<file path="config.mk">
export PLATFORM = sky130hd
export DESIGN_NAME = fpu_addsub_param_flat
export DESIGN_NICKNAME = d
export VERILOG_FILES = /design/src/rtl/fpu_addsub_param_if.sv /design/src/rtl/fpu_addsub_param.sv /design/src/flat_wrapper.sv
export SDC_FILE = /design/constraint.sdc
export NUM_CORES = 1
export LEC_CHECK = 0
export ABC_AREA = 1
export CORE_MARGIN = 2
export CORE_UTILIZATION = 56
export CTS_BUF_LIST = sky130_fd_sc_hd__clkbuf_2 sky130_fd_sc_hd__clkbuf_4 sky130_fd_sc_hd__clkbuf_8
export DETAILED_ROUTE_END_ITERATION = 8
export PLACE_DENSITY = 0.79
export SKIP_LAST_GASP = 1
export SLEW_MARGIN = 20
export SYNTH_ARGS = -nofsm -noshare
export SYNTH_HDL_FRONTEND = slang
export SYNTH_SLANG_ARGS = --single-unit
</file>
<file path="constraint.sdc">
create_clock -name clock100KHz -period 4.01 [get_ports clock100KHz]
set_clock_uncertainty 0.05 [all_clocks]
set_input_delay 1.0025 -clock clock100KHz [delete_from_list [all_inputs] [get_ports clock100KHz]]
set_output_delay 1.0025 -clock clock100KHz [all_outputs]
set_load 0.1 [all_outputs]
</file>
<file path="src/rtl/fpu_addsub_param_if.sv">
`default_nettype none
// ============================================================================
// Module   : fpu_addsub_param_if
// Brief    : Operand/result handshake bundle for fpu_addsub_param.
// Revision : 1.0
// ============================================================================
interface fpu_addsub_param_if #(
  parameter int EXP_W = 6,
  parameter int MAN_W = 25
);
  localparam int c_W = 1 + EXP_W + MAN_W;

  logic           in_valid;
  logic           in_ready;
  logic [c_W-1:0] op_A_in;
  logic [c_W-1:0] op_B_in;
  logic           op_sub;
  logic           out_valid;
  logic           out_ready;
  logic [c_W-1:0] data_out;
  logic [3:0]     status_out;

  modport master (
    output in_valid, op_A_in, op_B_in, op_sub, out_ready,
    input  in_ready, out_valid, data_out, status_out
  );

  modport slave (
    input  in_valid, op_A_in, op_B_in, op_sub, out_ready,
    output in_ready, out_valid, data_out, status_out
  );
endinterface
`default_nettype wire

</file>
<file path="src/rtl/fpu_addsub_param.sv">
`default_nettype none
// ============================================================================
// Module   : fpu_addsub_param
// Brief    : Multi-cycle parameterised floating-point add/subtract with
//            round-to-nearest-even and exact/inexact/overflow/underflow flags.
// Revision : 1.0
// ============================================================================
module fpu_addsub_param #(
  parameter int EXP_W = 6,
  parameter int MAN_W = 25
) (
  input  wire logic         clock100KHz,
  input  wire logic         reset,
  fpu_addsub_param_if.slave bus
);
  localparam int c_W        = 1 + EXP_W + MAN_W;
  localparam int c_XW       = MAN_W + 3;
  localparam int c_AW       = MAN_W + 5;
  localparam int c_EW       = EXP_W + 1;
  localparam int c_NORM_MAX = MAN_W + 4;
  localparam int c_CW       = $clog2(c_NORM_MAX + 1);

  localparam logic [31:0]     c_MAX_SHIFT = 32'(MAN_W + 3);
  localparam logic [c_EW-1:0] c_EXP_OVF   = c_EW'((1 << EXP_W) - 1);
  localparam logic [c_EW-1:0] c_EXP_ONE   = c_EW'(1);
  localparam logic [c_CW-1:0] c_CNT_MAX   = c_CW'(c_NORM_MAX);
  localparam logic [c_CW-1:0] c_CNT_ONE   = c_CW'(1);

  localparam logic [3:0] c_ST_EXACT   = 4'b0001;
  localparam logic [3:0] c_ST_INEXACT = 4'b0010;
  localparam logic [3:0] c_ST_OVER    = 4'b0100;
  localparam logic [3:0] c_ST_UNDER   = 4'b1000;

  typedef enum logic [2:0] {
    S_IDLE      = 3'd0,
    S_ALIGN     = 3'd1,
    S_OPERATE   = 3'd2,
    S_NORMALIZE = 3'd3,
    S_ROUND     = 3'd4,
    S_DONE      = 3'd5
  } state_t;

  state_t r_state;
  state_t w_state_nxt;
  logic   w_in_ready;
  logic   w_out_valid;

  logic [c_W-1:0]  r_a;
  logic [c_W-1:0]  r_b;
  logic [c_XW-1:0] r_big;
  logic [c_XW-1:0] r_small;
  logic            r_sticky;
  logic            r_sign;
  logic            r_sub;
  logic            r_unf;
  logic [c_EW-1:0] r_exp;
  logic [c_AW-1:0] r_acc;
  logic [c_CW-1:0] r_cnt;
  logic [c_W-1:0]  r_data;
  logic [3:0]      r_status;

  // ---------------------------------------------------------------- align
  logic              w_a_sign;
  logic              w_b_sign;
  logic [EXP_W-1:0]  w_a_exp;
  logic [EXP_W-1:0]  w_b_exp;
  logic [c_XW-1:0]   w_a_ext;
  logic [c_XW-1:0]   w_b_ext;
  logic              w_a_ge_b;
  logic [EXP_W-1:0]  w_big_exp;
  logic [EXP_W-1:0]  w_small_exp;
  logic [c_XW-1:0]   w_big_ext;
  logic [c_XW-1:0]   w_small_ext;
  logic [EXP_W-1:0]  w_d;
  logic [2*c_XW-1:0] w_wide;
  logic [c_XW-1:0]   w_aligned;
  logic              w_align_sticky;

  assign w_a_sign = r_a[c_W-1];
  assign w_b_sign = r_b[c_W-1];
  assign w_a_exp  = r_a[c_W-2 -: EXP_W];
  assign w_b_exp  = r_b[c_W-2 -: EXP_W];

  // A zero exponent means zero: mantissa is flushed and no hidden bit.
  assign w_a_ext = (w_a_exp != '0) ? {1'b1, r_a[MAN_W-1:0], 2'b00} : '0;
  assign w_b_ext = (w_b_exp != '0) ? {1'b1, r_b[MAN_W-1:0], 2'b00} : '0;

  assign w_a_ge_b    = {w_a_exp, w_a_ext} >= {w_b_exp, w_b_ext};
  assign w_big_exp   = w_a_ge_b ? w_a_exp : w_b_exp;
  assign w_small_exp = w_a_ge_b ? w_b_exp : w_a_exp;
  assign w_big_ext   = w_a_ge_b ? w_a_ext : w_b_ext;
  assign w_small_ext = w_a_ge_b ? w_b_ext : w_a_ext;
  assign w_d         = w_big_exp - w_small_exp;
  assign w_wide      = {w_small_ext, {c_XW{1'b0}}} >> w_d;

  always_comb begin
    w_aligned      = w_wide[2*c_XW-1:c_XW];
    w_align_sticky = |w_wide[c_XW-1:0];
    if (32'(w_d) > c_MAX_SHIFT) begin
      w_aligned      = '0;
      w_align_sticky = |w_small_ext;
    end
  end

  // -------------------------------------------------------------- operate
  logic [c_AW-1:0] w_op_big;
  logic [c_AW-1:0] w_op_small;
  logic [c_AW-1:0] w_op_res;

  assign w_op_big   = {1'b0, r_big, 1'b0};
  assign w_op_small = {1'b0, r_small, r_sticky};
  assign w_op_res   = r_sub ? (w_op_big - w_op_small) : (w_op_big + w_op_small);

  // ------------------------------------------------------------ normalize
  logic w_carry;
  logic w_need_left;
  logic w_exp_low;
  logic w_norm_more;

  assign w_carry     = r_acc[c_AW-1];
  assign w_need_left = !r_acc[c_AW-2] && (r_acc != '0);
  assign w_exp_low   = (r_exp <= c_EXP_ONE);
  assign w_norm_more = (w_carry || (w_need_left && !w_exp_low)) && (r_cnt != c_CNT_MAX);

  // ---------------------------------------------------------------- round
  logic [MAN_W:0]   w_mant;
  logic             w_g;
  logic             w_r;
  logic             w_s;
  logic             w_inc;
  logic [MAN_W+1:0] w_rsum;
  logic [c_EW-1:0]  w_rexp;
  logic [MAN_W-1:0] w_frac;
  logic             w_inexact;
  logic [c_W-1:0]   w_res_data;
  logic [3:0]       w_res_status;

  assign w_mant    = r_acc[c_AW-2:3];
  assign w_g       = r_acc[2];
  assign w_r       = r_acc[1];
  assign w_s       = r_acc[0];
  assign w_inc     = w_g & (w_r | w_s | w_mant[0]);
  assign w_rsum    = {1'b0, w_mant} + {{(MAN_W+1){1'b0}}, w_inc};
  assign w_rexp    = r_exp + {{EXP_W{1'b0}}, w_rsum[MAN_W+1]};
  assign w_frac    = w_rsum[MAN_W+1] ? w_rsum[MAN_W:1] : w_rsum[MAN_W-1:0];
  assign w_inexact = w_g | w_r | w_s;

  always_comb begin
    w_res_data   = '0;
    w_res_status = c_ST_EXACT;
    if (r_unf) begin
      w_res_status = c_ST_UNDER | c_ST_INEXACT;
    end else if (r_acc == '0) begin
      w_res_status = c_ST_EXACT;
    end else if (w_rexp >= c_EXP_OVF) begin
      w_res_data   = {r_sign, {EXP_W{1'b1}}, {MAN_W{1'b0}}};
      w_res_status = c_ST_OVER | c_ST_INEXACT;
    end else begin
      w_res_data   = {r_sign, w_rexp[EXP_W-1:0], w_frac};
      w_res_status = w_inexact ? c_ST_INEXACT : c_ST_EXACT;
    end
  end

  // ------------------------------------------------------------------ fsm
  always_ff @(posedge clock100KHz or negedge reset) begin
    if (!reset) begin
      r_state <= S_IDLE;
    end else begin
      r_state <= w_state_nxt;
    end
  end

  always_comb begin
    w_state_nxt = r_state;
    w_in_ready  = 1'b0;
    w_out_valid = 1'b0;
    case (r_state)
      S_IDLE: begin
        w_in_ready = 1'b1;
        if (bus.in_valid) w_state_nxt = S_ALIGN;
      end
      S_ALIGN:     w_state_nxt = S_OPERATE;
      S_OPERATE:   w_state_nxt = S_NORMALIZE;
      S_NORMALIZE: if (!w_norm_more) w_state_nxt = S_ROUND;
      S_ROUND:     w_state_nxt = S_DONE;
      S_DONE: begin
        w_out_valid = 1'b1;
        if (bus.out_ready) w_state_nxt = S_IDLE;
      end
      default:     w_state_nxt = S_IDLE;
    endcase
  end

  // ------------------------------------------------------------- datapath
  always_ff @(posedge clock100KHz or negedge reset) begin
    if (!reset) begin
      r_a      <= '0;
      r_b      <= '0;
      r_big    <= '0;
      r_small  <= '0;
      r_sticky <= 1'b0;
      r_sign   <= 1'b0;
      r_sub    <= 1'b0;
      r_unf    <= 1'b0;
      r_exp    <= '0;
      r_acc    <= '0;
      r_cnt    <= '0;
      r_data   <= '0;
      r_status <= '0;
    end else begin
      case (r_state)
        S_IDLE: begin
          if (bus.in_valid) begin
            r_a   <= bus.op_A_in;
            r_b   <= {bus.op_B_in[c_W-1] ^ bus.op_sub, bus.op_B_in[c_W-2:0]};
            r_unf <= 1'b0;
            r_cnt <= '0;
          end
        end
        S_ALIGN: begin
          r_big    <= w_big_ext;
          r_small  <= w_aligned;
          r_sticky <= w_align_sticky;
          r_exp    <= {1'b0, w_big_exp};
          r_sign   <= w_a_ge_b ? w_a_sign : w_b_sign;
          r_sub    <= w_a_sign ^ w_b_sign;
        end
        S_OPERATE: begin
          r_acc <= w_op_res;
          // Cancellation to zero always yields +0.
          if (w_op_res == '0) r_sign <= 1'b0;
        end
        S_NORMALIZE: begin
          if (w_norm_more) begin
            r_cnt <= r_cnt + c_CNT_ONE;
            if (w_carry) begin
              r_acc <= {1'b0, r_acc[c_AW-1:2], r_acc[1] | r_acc[0]};
              r_exp <= r_exp + c_EXP_ONE;
            end else begin
              r_acc <= r_acc << 1;
              r_exp <= r_exp - c_EXP_ONE;
            end
          end else if (!w_carry && w_need_left && w_exp_low) begin
            r_unf <= 1'b1;
          end
        end
        S_ROUND: begin
          r_data   <= w_res_data;
          r_status <= w_res_status;
        end
        default: ;
      endcase
    end
  end

  assign bus.in_ready   = w_in_ready;
  assign bus.out_valid  = w_out_valid;
  assign bus.data_out   = r_data;
  assign bus.status_out = r_status;
endmodule
`default_nettype wire

</file>
<file path="src/flat_wrapper.sv">
// flat-port wrapper written by rule: the top's interface ports become plain ports
module fpu_addsub_param_flat 
#(
  parameter int EXP_W = 6,
  parameter int MAN_W = 25
)
  (clock100KHz, reset, bus_in_valid, bus_op_A_in, bus_op_B_in, bus_op_sub, bus_out_ready, bus_in_ready, bus_out_valid, bus_data_out, bus_status_out);
  fpu_addsub_param_if #(.EXP_W(EXP_W), .MAN_W(MAN_W)) bus_i ();
  input  wire logic clock100KHz;
  input  wire logic reset;
  input wire logic [$bits(bus_i.in_valid)-1:0] bus_in_valid;
  input wire logic [$bits(bus_i.op_A_in)-1:0] bus_op_A_in;
  input wire logic [$bits(bus_i.op_B_in)-1:0] bus_op_B_in;
  input wire logic [$bits(bus_i.op_sub)-1:0] bus_op_sub;
  input wire logic [$bits(bus_i.out_ready)-1:0] bus_out_ready;
  output wire logic [$bits(bus_i.in_ready)-1:0] bus_in_ready;
  output wire logic [$bits(bus_i.out_valid)-1:0] bus_out_valid;
  output wire logic [$bits(bus_i.data_out)-1:0] bus_data_out;
  output wire logic [$bits(bus_i.status_out)-1:0] bus_status_out;
  assign bus_i.in_valid = bus_in_valid;
  assign bus_i.op_A_in = bus_op_A_in;
  assign bus_i.op_B_in = bus_op_B_in;
  assign bus_i.op_sub = bus_op_sub;
  assign bus_i.out_ready = bus_out_ready;
  assign bus_in_ready = bus_i.in_ready;
  assign bus_out_valid = bus_i.out_valid;
  assign bus_data_out = bus_i.data_out;
  assign bus_status_out = bus_i.status_out;
  fpu_addsub_param #(.EXP_W(EXP_W), .MAN_W(MAN_W)) u_core (.clock100KHz(clock100KHz), .reset(reset), .bus(bus_i));
endmodule
</file>
== Word-level counts from Yosys, hierarchy flattened ==
Cells that the tools add are included.

* Add/sub/neg operators: 8
* $lt $le $gt $ge: 4
* Equal/unequal tests: 12
* Shift-type cells: 1
* Multiplexer cells: 39
* Bitwise logic cells: 7
* Reduce and logical (&&, ||, !) cells: 28

{| class="wikitable"
|+ Operators with widths
! kind !! count
|-
| $mux 28 || 5
|-
| $mux 30 || 3
|-
| $mux 32 || 2
|-
| $logic_not 30->1 || 2
|-
| $pmux 30 s2 || 1
|-
| $reduce_or 28->1 || 2
|-
| $shr 56x6->56 || 1
|-
| $ge 34x34->1 || 1
|-
| $mux 31 || 1
|-
| $add 29x29->30 || 1
|-
| $reduce_bool 30->1 || 1
|-
| $sub 29x29->30 || 1
|-
| $add 26x1->27 || 1
|-
| $mux 25 || 1
|-
| $pmux 3 s6 || 1
|-
| $mux 7 || 2
|-
| $pmux 7 s2 || 1
|-
| $mux 4 || 3
|-
| $mux 6 || 2
|-
| $reduce_bool 6->1 || 2
|-
| $mux 5 || 2
|-
| $pmux 5 s2 || 1
|-
| $mux 3 || 3
|-
| $mux 1 || 8
|-
| other kinds (27) || 51
|}

* Bits in registers: 205
* Bits of input ports: 69
* Output and inout port bits: 38
* Logic and storage cells: 113

== Depth between registers and ports, before layout ==
Gate-level depths: netlist of run 1.

* Depth after elaboration: 9
* Depth in mapped cells: 39
* Gate-level depth less buffers: 37

== Least setup slack after synthesis of run 1 ==
Ideal clock, no wire load.

* Kind: flip-flop to flip-flop
* From: register u_core.r_acc[2]
* To: register u_core.r_data[15], in the netlist u_core.bus.data_out[15]
* Library setup time: 83 ps
* Arrival time: 4071 ps
* Required time: 3877 ps
* Setup slack: -194 ps
* Cell stages (with the launch flop): 29
* Buffers on the path: 1
* Period minus slack after synthesis: 4204 ps
* Cell sequence: dfrtp_1 -> nand2_1 -> inv_1 -> ha_1 -> nand2_1 -> nor2_1 -> inv_1 -> nor2_1 -> nand3_1 -> nor3_1 -> nand4_1 -> nor2_1 -> nand3_1 -> nor2_1 -> nand3_1 -> or2_2 -> inv_1 -> ha_1 -> ha_1 -> nand3_1 -> nor3_1 -> xor2_1 -> inv_1 -> a41oi_1 -> inv_1 -> nor2_1 -> nand2_1 -> clkbuf_1 -> o21ai_0

* Longest elaborated chain between the ends: 7
* Elaborated cells on any way between the ends: 9
* Classes of those cells: add/sub (2); order compare (1); mux (4); bitwise (1); reduce/logical (1)

{| class="wikitable"
|+ RTL lines
! element !! line !! source
|-
| start: declaration || fpu_addsub_param.sv:57 || <nowiki>logic [c_AW-1:0] r_acc;</nowiki>
|-
| start signal: assignment || fpu_addsub_param.sv:229 || <nowiki>r_acc <= w_op_res;</nowiki>
|-
| start signal: assignment || fpu_addsub_param.sv:237 || <nowiki>r_acc <= {1'b0, r_acc[c_AW-1:2], r_acc[1] | r_acc[0]};</nowiki>
|-
| start signal: assignment || fpu_addsub_param.sv:240 || <nowiki>r_acc <= r_acc << 1;</nowiki>
|-
| $and 1x1->1 || fpu_addsub_param.sv:142 || <nowiki>assign w_inc = w_g & (w_r | w_s | w_mant[0]);</nowiki>
|-
| $add 26x1->27 || fpu_addsub_param.sv:143 || <nowiki>assign w_rsum = {1'b0, w_mant} + {{(MAN_W+1){1'b0}}, w_inc};</nowiki>
|-
| $add 7x1->7 || fpu_addsub_param.sv:144 || <nowiki>assign w_rexp = r_exp + {{EXP_W{1'b0}}, w_rsum[MAN_W+1]};</nowiki>
|-
| $ge 7x6->1 || fpu_addsub_param.sv:155 || <nowiki>end else if (w_rexp >= c_EXP_OVF) begin</nowiki>
|-
| $mux 31 || fpu_addsub_param.sv:155 ||
|-
| $mux 32 * || fpu_addsub_param.sv:153 || <nowiki>end else if (r_acc == '0) begin</nowiki>
|-
| $mux 32 * || fpu_addsub_param.sv:151 || <nowiki>if (r_unf) begin</nowiki>
|-
| end signal: assignment || fpu_addsub_param.sv:248 || <nowiki>r_data <= w_res_data;</nowiki>
|-
| end: declaration || fpu_addsub_param.sv:59 || <nowiki>logic [c_W-1:0] r_data;</nowiki>
|}

Every way passes the cells marked *; elsewhere a longest branch is shown, timed or not.
A chain may end at the register's enable or synchronous reset.

== Final worst setup path of run 1 ==
* From: register u_core.r_a[28]
* To: register u_core.r_sticky

* Longest elaborated chain between the ends: 8
* Elaborated cells on any way between the ends: 12
* Classes of those cells: add/sub (1); order compare (2); shift (1); mux (5); reduce/logical (3)

{| class="wikitable"
|+ RTL lines
! element !! line !! source
|-
| start: declaration || fpu_addsub_param.sv:48 || <nowiki>logic [c_W-1:0] r_a;</nowiki>
|-
| start signal: assignment || fpu_addsub_param.sv:214 || <nowiki>r_a <= bus.op_A_in;</nowiki>
|-
| $reduce_bool 6->1 || fpu_addsub_param.sv:85 || <nowiki>assign w_a_ext = (w_a_exp != '0) ? {1'b1, r_a[MAN_W-1:0], 2'b00} : '0;</nowiki>
|-
| $mux 28 || fpu_addsub_param.sv:85 ||
|-
| $ge 34x34->1 || fpu_addsub_param.sv:88 || <nowiki>assign w_a_ge_b = {w_a_exp, w_a_ext} >= {w_b_exp, w_b_ext};</nowiki>
|-
| $mux 6 (on tied branches) || fpu_addsub_param.sv:89, fpu_addsub_param.sv:90 ||
|-
| $sub 6x6->6 || fpu_addsub_param.sv:93 || <nowiki>assign w_d = w_big_exp - w_small_exp;</nowiki>
|-
| $shr 56x6->56 || fpu_addsub_param.sv:94 || <nowiki>assign w_wide = {w_small_ext, {c_XW{1'b0}}} >> w_d;</nowiki>
|-
| $reduce_or 28->1 || fpu_addsub_param.sv:98 || <nowiki>w_align_sticky = |w_wide[c_XW-1:0];</nowiki>
|-
| $mux 1 * || fpu_addsub_param.sv:99 || <nowiki>if (32'(w_d) > c_MAX_SHIFT) begin</nowiki>
|-
| end signal: assignment || fpu_addsub_param.sv:223 || <nowiki>r_sticky <= w_align_sticky;</nowiki>
|-
| end: declaration || fpu_addsub_param.sv:52 || <nowiki>logic r_sticky;</nowiki>
|}

Marked as above.

==> impl_results.html, run 1 <==
<table>
<tr><th>Metric</th><th>Value</th></tr>
<tr><th colspan="2">Status</th></tr>
<tr><td>Result of the run</td><td>complete, but fails checks</td></tr>
<tr><td>Failing checks</td><td>DRC, setup timing</td></tr>
<tr><th colspan="2">Cells and area</th></tr>
<tr><td>Fraction of final layout cells with drive strength greater than 1</td><td>27.49%</td></tr>
<tr><td>Final #Nets</td><td>2777</td></tr>
<tr><td>Total area of sequential cells</td><td>slightly above 5000 sq um</td></tr>
<tr><td>Commonest cells after routing, fill and taps aside</td><td>sky130_fd_sc_hd__nand2_1, sky130_fd_sc_hd__inv_1, sky130_fd_sc_hd__buf_4</td></tr>
<tr><td>Area used by multi-input combinational logic</td><td>10700 sq um</td></tr>
<tr><td>Synth-to-Final Area Change</td><td>40.78%</td></tr>
<tr><td>Leading cell type in the layout, fill and taps excluded</td><td>sky130_fd_sc_hd__nand2_1</td></tr>
<tr><td>Count of filler cells inserted in the layout</td><td>roughly 1700</td></tr>
<tr><th colspan="2">Routing</th></tr>
<tr><td>Top layer reached by signal wires</td><td>met5</td></tr>
<tr><td>First-pass iteration count of the detailed router</td><td>9</td></tr>
<tr><td>Number of vias per cell</td><td>about 6.3</td></tr>
<tr><td>Routed length per instance</td><td>between 20 and 25 um</td></tr>
<tr><td>Vias</td><td>between 15000 and 20000</td></tr>
<tr><td>Met1 WL</td><td>about 23000 um</td></tr>
<tr><td>Wire length on met2</td><td>approximately 30000 um</td></tr>
<tr><td>Count of unresolved DRC violations after routing</td><td>40</td></tr>
<tr><td>Post-detailed-routing wire length</td><td>~66000 um</td></tr>
<tr><td>Met3 wire length</td><td>between 6000 and 7000 um</td></tr>
<tr><td>DRC marker count from the first detailed-route iteration</td><td>~2600</td></tr>
<tr><td>Antenna Violating Nets Remaining</td><td>0</td></tr>
<tr><th colspan="2">Synth</th></tr>
<tr><td>Sequential cell area fraction in the yosys report</td><td>between 30 and 40%</td></tr>
<tr><td>Count of mapped cells out of synthesis</td><td>~2300</td></tr>
<tr><td>Most area-consuming cells after synthesis</td><td>sky130_fd_sc_hd__dfrtp_1, sky130_fd_sc_hd__nand2_1, sky130_fd_sc_hd__ha_1</td></tr>
<tr><td>Most used flip-flop cell after synthesis</td><td>sky130_fd_sc_hd__dfrtp_1</td></tr>
<tr><td>Post-synthesis async set-or-reset flop share</td><td>100.0%</td></tr>
<tr><td>Cell accounting for the most synthesized area</td><td>sky130_fd_sc_hd__dfrtp_1</td></tr>
<tr><td>Post-synthesis average cell area</td><td>between 6 and 7 sq um</td></tr>
<tr><td>Post-synthesis instance area</td><td>15610 sq um</td></tr>
<tr><td>Synth Net Count</td><td>2456</td></tr>
<tr><td>Cell variety after synth</td><td>55</td></tr>
<tr><td>FF+latch count, synth</td><td>203</td></tr>
<tr><td>Yosys warns</td><td>0</td></tr>
<tr><td>Number of enable flip-flop cells after synthesis</td><td>0</td></tr>
<tr><td>Fraction of post-synthesis cell area in the top cell type by area</td><td>about 33%</td></tr>
<tr><th colspan="2">Floorplan</th></tr>
<tr><td>Die Outline Area</td><td>a little under 30000 sq um</td></tr>
<tr><td>Starting density of the core</td><td>about 57%</td></tr>
<tr><td>Die Span Y</td><td>roughly 170 um</td></tr>
<tr><td>Top Ports</td><td>107</td></tr>
<tr><td>Core region area</td><td>27630 sq um</td></tr>
<tr><td>Std cell rows</td><td>approximately 60</td></tr>
<tr><td>Width of the die</td><td>roughly 170 um</td></tr>
<tr><th colspan="2">Setup path</th></tr>
<tr><td>Arr. time, crit path</td><td>between 5 and 6 ns</td></tr>
<tr><td>CP Data Required Time</td><td>~4.4 ns</td></tr>
<tr><td>Critical path peak fanout</td><td>7</td></tr>
<tr><td>Slowest cell on the critical path</td><td>sky130_fd_sc_hd__dfrtp_1</td></tr>
<tr><td>Endpoint type of the worst setup path</td><td>flop</td></tr>
<tr><td>Total number of cells along the worst setup path</td><td>28</td></tr>
<tr><td>Cell family contributing the most delay on the critical path</td><td>simple AND/OR/NAND/NOR gates</td></tr>
<tr><td>Startpoint kind of the worst setup timing path</td><td>flop</td></tr>
<tr><td>Buf/Inv on CP</td><td>7</td></tr>
<tr><td>Depth of the most critical reg-to-reg path</td><td>28</td></tr>
<tr><td>WS Path Type</td><td>reg -&gt; reg</td></tr>
<tr><td>Critical path's largest stage delay</td><td>approximately 0.40 ns</td></tr>
<tr><td>Most common cell type on the critical path</td><td>sky130_fd_sc_hd__nand2_1</td></tr>
<tr><th colspan="2">GRT</th></tr>
<tr><td>Via count of the first global-routing pass</td><td>17497</td></tr>
<tr><td>Overall global routing resource usage</td><td>between 30% and 40%</td></tr>
<tr><td>Maximum number of pins on one net before global-route repair</td><td>between 100 and 150</td></tr>
<tr><td>Wire length of the first global-routing pass</td><td>just under 90000 um</td></tr>
<tr><td>Total congestion overflow after global routing</td><td>0</td></tr>
<tr><td>Antenna violations before repair</td><td>1</td></tr>
<tr><th colspan="2">Clock tree</th></tr>
<tr><td>CTS Buf Count</td><td>37</td></tr>
<tr><td>Maximum clock path buffer count</td><td>3</td></tr>
<tr><td>Clock slew seen by the registers of the worst setup and hold paths</td><td>roughly 0.07 ns</td></tr>
<tr><td>Max H-tree Level</td><td>2</td></tr>
<tr><td>Latest clock arrival within the worst-skew pair</td><td>around 0.6 ns</td></tr>
<tr><td>Clk sink count</td><td>between 200 and 250</td></tr>
<tr><td>TritonCTS clock tree</td><td>built</td></tr>
<tr><td>Cell chosen for the clock root</td><td>sky130_fd_sc_hd__clkbuf_8</td></tr>
<tr><th colspan="2">Run</th></tr>
<tr><td>Number of max-capacitance violations reported</td><td>0</td></tr>
<tr><th colspan="2">Placed design</th></tr>
<tr><td>Estimated wirelength of the detail-placed design</td><td>38790 um</td></tr>
<tr><td>Routability congestion estimate</td><td>around 0.97</td></tr>
<tr><td>Port Buffers</td><td>between 100 and 150</td></tr>
<tr><th colspan="2">STA</th></tr>
<tr><td>Setup violations, final</td><td>67</td></tr>
<tr><td>Relative slew slack</td><td>29.02%</td></tr>
<tr><td>Unrepaired setup endpoints after global routing</td><td>true</td></tr>
<tr><td>Setup slack after layout</td><td>-1.009 ns</td></tr>
<tr><td>Final worst path period share</td><td>125.2%</td></tr>
<tr><td>Final critical delay including setup and external delays</td><td>roughly 5 ns</td></tr>
<tr><td>Number of max-slew violations in the final report</td><td>0</td></tr>
<tr><td>Least-Margin Pin Slew</td><td>around 1.1 ns</td></tr>
<tr><td>Hold WS</td><td>0.4124 ns</td></tr>
<tr><td>Maximum operating frequency</td><td>between 150 and 200 MHz</td></tr>
<tr><td>Final Hold Violating Endpoints</td><td>0</td></tr>
<tr><th colspan="2">Worst hold path</th></tr>
<tr><td>Class of the worst hold path</td><td>in -&gt; async</td></tr>
</table>
-- worst paths after layout --
check / endpoint / slack [ns] / startpoint
max: u_core.r_sticky / -1.01 / u_core.r_a[28]
min: u_core.bus.data_out[21] / 0.41 / reset
max reg2reg: u_core.r_sticky / -1.01 / u_core.r_a[28]
min reg2reg: u_core.r_b[14] / 0.43 / u_core.r_b[14]
max in group asynchronous: u_core.r_small[11] / 2.54 / reset
min in group clock100KHz: u_core.r_b[14] / 0.43 / u_core.r_b[14]
-- cell type report --
type	count	area share [%]
Clock inverter	13	0.7400
Inverter	292	5.151
Tap cell	378	2.152
Multi-Input combinational cell	1691	48.69
Timing Repair Buffer	389	17.05
Clock buffer	53	3.091
Antenna cell	1	0.01138
Sequential cell	203	23.11
-- repair_timing --
| item | in CTS | in global routing |
|---|---|---|
| pin swaps | 94 | 180 |
| gates resized for setup | 183 | 348 |
| hold buffers | 0 | 0 |
| gates cloned | 10 | 7 |
| setup endpoints to repair | 57 | 64 |
| buffers inserted | 64 | 43 |
-- synthesized netlist by cell type, drive strengths merged, types with 2 or more instances --
library cell,number
a211oi,3
a21boi,2
a21oi,117
a31o,2
a31oi,7
a32o,3
a41oi,2
and3,2
buf,30
clkbuf,80
clkinv,2
dfrtp,203
ha,93
inv,290
mux2i,2
nand2,673
nand3,172
nand3b,3
nand4,24
nor2,144
nor3,29
nor4,17
o211ai,40
o21a,32
o21ai,199
o21bai,3
o221a,2
o221ai,29
o22ai,20
o311ai,2
o31ai,2
or2,4
xnor2,3
xor2,48
-- registers in the layout, indices dropped and copies added (netlist names), 3 cells and up --
name / cells
u_core.bus.data_out: 32
u_core.r_a: 32
u_core.r_b: 32
u_core.r_acc: 30
u_core.r_small: 28
u_core.r_big: 26
u_core.r_exp: 7
u_core.r_cnt: 5
u_core.bus.status_out: 4
u_core.r_state: 3
-- layer usage --
| metal | track usage, % | vias to the layer above |
|---|---|---|
| met5 | 0 | - |
| met4 | 21.19 | 2 |
| met3 | 6.014 | 591 |
| met2 | 67.30 | 1466 |
| met1 | 44.55 | 8900 |
| li1 | - | 8215 |
-- cell families after synthesis --
kind of cell	Yosys count	share of synthesized area, %
AO/OA/AOI/OAI	471	17.77
XOR/XNOR	51	2.861
multiplexers	2	0.1282
flip-flops	203	32.53
AND/OR/NAND/NOR	1070	28.82
adder cells (fa/ha/maj)	94	7.581
buffers and inverters	402	10.31
-- per-stage QoR --
stage	setup slack (ns)	utilization [%]	cells	TNS, ns	cell area [sq um]
3_5_place_dp	-0.2312	65.68	2854	-5.240	18150
5_1_grt	-1.082	79.56	3020	-29.69	21980
3_3_place_gp	-0.1149	65.68	2854	-0.6227	18150
4_1_cts	-0.03211	73.86	2993	-0.1287	20410
2_1_floorplan	0.006640	-	2293	0	15630
6_report	-1.009	79.56	3020	-20.48	21980
Power of run 1 is left out: the tool's default activity adds up to more than one toggle a clock period on the data nets, which glitch-free logic cannot reach.
==> inputs of run 2 (changes only) <==
CORE_UTILIZATION = 50   (was 56)
PLACE_DENSITY = 0.72   (was 0.79)
SETUP_SLACK_MARGIN = 0.4   (was default)
==> run 2 against run 1 <==
  * The flow finishes with violations (setup timing)
  * Worst hold slack improved by 0.0093 ns
  * Final cell count up 0.26%
  * Sequential cell count is the same
  * Via count shrank 7.9%
  * Setup slack better by 0.64 ns
  * Global-route usage decreased by 6.6 points
  * First-iteration DRC count fell by 31%
  * Critical path depth grew 1
  * Largest cell class unchanged
  * Highest routed layer is now met4
==> impl_results.html, run 2 (synthesized netlist as in run 1, its figures left out) <==
<table>
<tr><th>Metric</th><th>Value</th></tr>
<tr><th colspan="2">Setup path</th></tr>
<tr><td>Critical path's largest stage delay</td><td>0.38 ns (was 0.40 ns)</td></tr>
<tr><td>Critical path peak fanout</td><td>10 (was 7)</td></tr>
<tr><td>WS Path Type</td><td>reg -&gt; reg (unchanged)</td></tr>
<tr><td>Slowest cell on the critical path</td><td>sky130_fd_sc_hd__dfrtp_1 (unchanged)</td></tr>
<tr><td>CP Data Required Time</td><td>4.42 ns (was 4.44 ns)</td></tr>
<tr><td>Arr. time, crit path</td><td>4.79 ns (was 5.44 ns)</td></tr>
<tr><td>Startpoint kind of the worst setup timing path</td><td>flop (unchanged)</td></tr>
<tr><td>Endpoint type of the worst setup path</td><td>flop (unchanged)</td></tr>
<tr><td>Most common cell type on the critical path</td><td>sky130_fd_sc_hd__nand2_1 (unchanged)</td></tr>
<tr><th colspan="2">GRT</th></tr>
<tr><td>Via count of the first global-routing pass</td><td>16387 (was 17497)</td></tr>
<tr><td>Overall global routing resource usage</td><td>31.66% (was 38.28%)</td></tr>
<tr><td>Wire length of the first global-routing pass</td><td>84200 um (was 88750 um)</td></tr>
<tr><td>Antenna violations before repair</td><td>0 (was 1)</td></tr>
<tr><td>Maximum number of pins on one net before global-route repair</td><td>103 (unchanged)</td></tr>
<tr><td>Total congestion overflow after global routing</td><td>0 (unchanged)</td></tr>
<tr><th colspan="2">Cells and area</th></tr>
<tr><td>Fraction of final layout cells with drive strength greater than 1</td><td>25.72% (was 27.49%)</td></tr>
<tr><td>Leading cell type in the layout, fill and taps excluded</td><td>sky130_fd_sc_hd__nand2_1 (unchanged)</td></tr>
<tr><td>Count of filler cells inserted in the layout</td><td>2431 (was 1731)</td></tr>
<tr><td>Final #Nets</td><td>2767 (was 2777)</td></tr>
<tr><td>Commonest cells after routing, fill and taps aside</td><td>sky130_fd_sc_hd__nand2_1, sky130_fd_sc_hd__inv_1, sky130_fd_sc_hd__buf_4 (unchanged)</td></tr>
<tr><td>Final instance area</td><td>21590 sq um (was 21980 sq um)</td></tr>
<tr><td>Antenna cell count</td><td>0 (was 1)</td></tr>
<tr><td>Synth-to-Final Area Change</td><td>38.30% (was 40.78%)</td></tr>
<tr><th colspan="2">Routing</th></tr>
<tr><td>Count of unresolved DRC violations after routing</td><td>0 (was 40)</td></tr>
<tr><td>First-pass iteration count of the detailed router</td><td>7 (was 9)</td></tr>
<tr><td>Number of vias per cell</td><td>5.835 (was 6.349)</td></tr>
<tr><td>Vias</td><td>17667 (was 19174)</td></tr>
<tr><td>Routed length per instance</td><td>19.14 um (was 22.00 um)</td></tr>
<tr><td>Met1 WL</td><td>22410 um (was 22720 um)</td></tr>
<tr><td>Wire length on met2</td><td>28420 um (was 30100 um)</td></tr>
<tr><td>Met3 wire length</td><td>3603 um (was 6840 um)</td></tr>
<tr><td>Antenna Violating Nets Remaining</td><td>0 (unchanged)</td></tr>
<tr><td>Top layer reached by signal wires</td><td>met4 (was met5)</td></tr>
<tr><td>Post-detailed-routing wire length</td><td>57940 um (was 66430 um)</td></tr>
<tr><td>DRC marker count from the first detailed-route iteration</td><td>1750 (was 2551)</td></tr>
<tr><th colspan="2">STA</th></tr>
<tr><td>Setup TNS after final layout</td><td>-5.889 ns (was -20.48 ns)</td></tr>
<tr><td>Setup slack after layout</td><td>-0.3669 ns (was -1.009 ns)</td></tr>
<tr><td>Relative slew slack</td><td>33.74% (was 29.02%)</td></tr>
<tr><td>Maximum operating frequency</td><td>228.5 MHz (was 199.3 MHz)</td></tr>
<tr><td>Unrepaired setup endpoints after global routing</td><td>true (unchanged)</td></tr>
<tr><td>Final worst path period share</td><td>109.2% (was 125.2%)</td></tr>
<tr><td>Final Hold Violating Endpoints</td><td>0 (unchanged)</td></tr>
<tr><td>Number of max-slew violations in the final report</td><td>0 (unchanged)</td></tr>
<tr><td>Least-Margin Pin Slew</td><td>0.9907 ns (was 1.064 ns)</td></tr>
<tr><td>Setup violations, final</td><td>39 (was 67)</td></tr>
<tr><td>Final critical delay including setup and external delays</td><td>4.377 ns (was 5.019 ns)</td></tr>
<tr><th colspan="2">Clock tree</th></tr>
<tr><td>Latest clock arrival within the worst-skew pair</td><td>0.57 ns (was 0.60 ns)</td></tr>
<tr><td>Clk sink count</td><td>203 (unchanged)</td></tr>
<tr><td>Maximum clock path buffer count</td><td>3 (unchanged)</td></tr>
<tr><td>TritonCTS clock tree</td><td>built (unchanged)</td></tr>
<tr><td>Cell chosen for the clock root</td><td>sky130_fd_sc_hd__clkbuf_8 (unchanged)</td></tr>
<tr><td>Max H-tree Level</td><td>2 (unchanged)</td></tr>
<tr><td>CTS Buf Count</td><td>38 (was 37)</td></tr>
<tr><td>Clock slew seen by the registers of the worst setup and hold paths</td><td>0.06 ns (was 0.07 ns)</td></tr>
<tr><th colspan="2">Floorplan</th></tr>
<tr><td>Width of the die</td><td>180.7 um (was 171.0 um)</td></tr>
<tr><td>Top Ports</td><td>107 (unchanged)</td></tr>
<tr><td>Std cell rows</td><td>64 (was 61)</td></tr>
<tr><td>Die Span Y</td><td>180.7 um (was 171.0 um)</td></tr>
<tr><td>Starting density of the core</td><td>50.91% (was 56.51%)</td></tr>
<tr><td>Core region area</td><td>30670 sq um (was 27630 sq um)</td></tr>
<tr><td>Die Outline Area</td><td>32660 sq um (was 29230 sq um)</td></tr>
<tr><th colspan="2">Run</th></tr>
<tr><td>Number of max-capacitance violations reported</td><td>0 (unchanged)</td></tr>
<tr><th colspan="2">Placed design</th></tr>
<tr><td>Port Buffers</td><td>106 (unchanged)</td></tr>
<tr><td>Worst setup timing slack at the placement stage</td><td>-0.1582 ns (was -0.2312 ns)</td></tr>
<tr><td>Estimated wirelength of the detail-placed design</td><td>39110 um (was 38790 um)</td></tr>
<tr><td>Total placed instance area</td><td>18040 sq um (was 18150 sq um)</td></tr>
<tr><td>Routability congestion estimate</td><td>0.9615 (was 0.9651)</td></tr>
<tr><th colspan="2">Status</th></tr>
<tr><td>Result of the run</td><td>complete, but fails checks (unchanged)</td></tr>
<tr><td>Failing checks</td><td>setup timing (was DRC, setup timing)</td></tr>
<tr><th colspan="2">Worst hold path</th></tr>
<tr><td>Class of the worst hold path</td><td>reg -&gt; reg (was in -&gt; async)</td></tr>
</table>
==> run 2: path summary, 6_finish.rpt <==
| kind | from | slack (ns) | to | cells after the start |
|---|---|---|---|---|
| max | u_core.r_a[30] | -0.37 | u_core.r_sticky | 29 |
| min | u_core.r_b[6] | 0.42 | u_core.r_b[6] | 2 |
| max reg2reg | u_core.r_a[30] | -0.37 | u_core.r_sticky | 29 |
| min reg2reg | u_core.r_b[6] | 0.42 | u_core.r_b[6] | 2 |
| max in group asynchronous | reset | 2.54 | u_core.bus.data_out[16] | 2 |
| min in group asynchronous | reset | 0.47 | u_core.bus.data_out[2] | 1 |
==> run 2: cell type report <==
cell class                      count  area, sq um  share of cell area [%]
Clock buffer                       57        709.4                   3.285
Clock inverter                     11        215.2                  0.9966
Inverter                          292         1131                   5.238
Multi-Input combinational cell   1694        10550                   48.84
Sequential cell                   203         5080                   23.52
Tap cell                          396        495.5                   2.294
Timing Repair Buffer              374         3406                   15.77
Timing Repair inverter              1        11.26                 0.05215
==> run 2: metal layers <==
| metal | up-vias | track usage (%) |
|---|---|---|
| met4 | 0 | 13.77 |
| met2 | 867 | 54.87 |
| met3 | 279 | 3.265 |
| li1 | 8193 | - |
| met5 | - | 0 |
| met1 | 8328 | 40.04 |
==> run 2: repair_timing <==
action	CTS	global route
resized for setup	52	372
setup endpoints to repair	70	89
pin swaps	31	107
buffers inserted	62	43
gates cloned	2	9
hold buffers	0	0
==> run 2: stage by stage <==
stage	hold WS (ns)	utilization, %	instances
2_1_floorplan	0.3922	-	2293
5_1_grt	0.4413	70.41	3028
3_5_place_dp	0.4085	58.82	2844
3_3_place_gp	0.4058	58.82	2844
6_report	0.4217	70.41	3028
4_1_cts	0.4238	64.03	2976
==> run 2: worst max-delay path, delay by kind of cell (launching register included) <==
family / cells / cell delay, ns
AND/OR/NAND/NOR: 16 / 1.70
buffers and inverters: 6 / 0.86
AO/OA/AOI/OAI: 5 / 0.82
adder cells (fa/ha/maj): 2 / 0.45
flip-flops: 1 / 0.38
Power of run 2 is left out for the same reason.
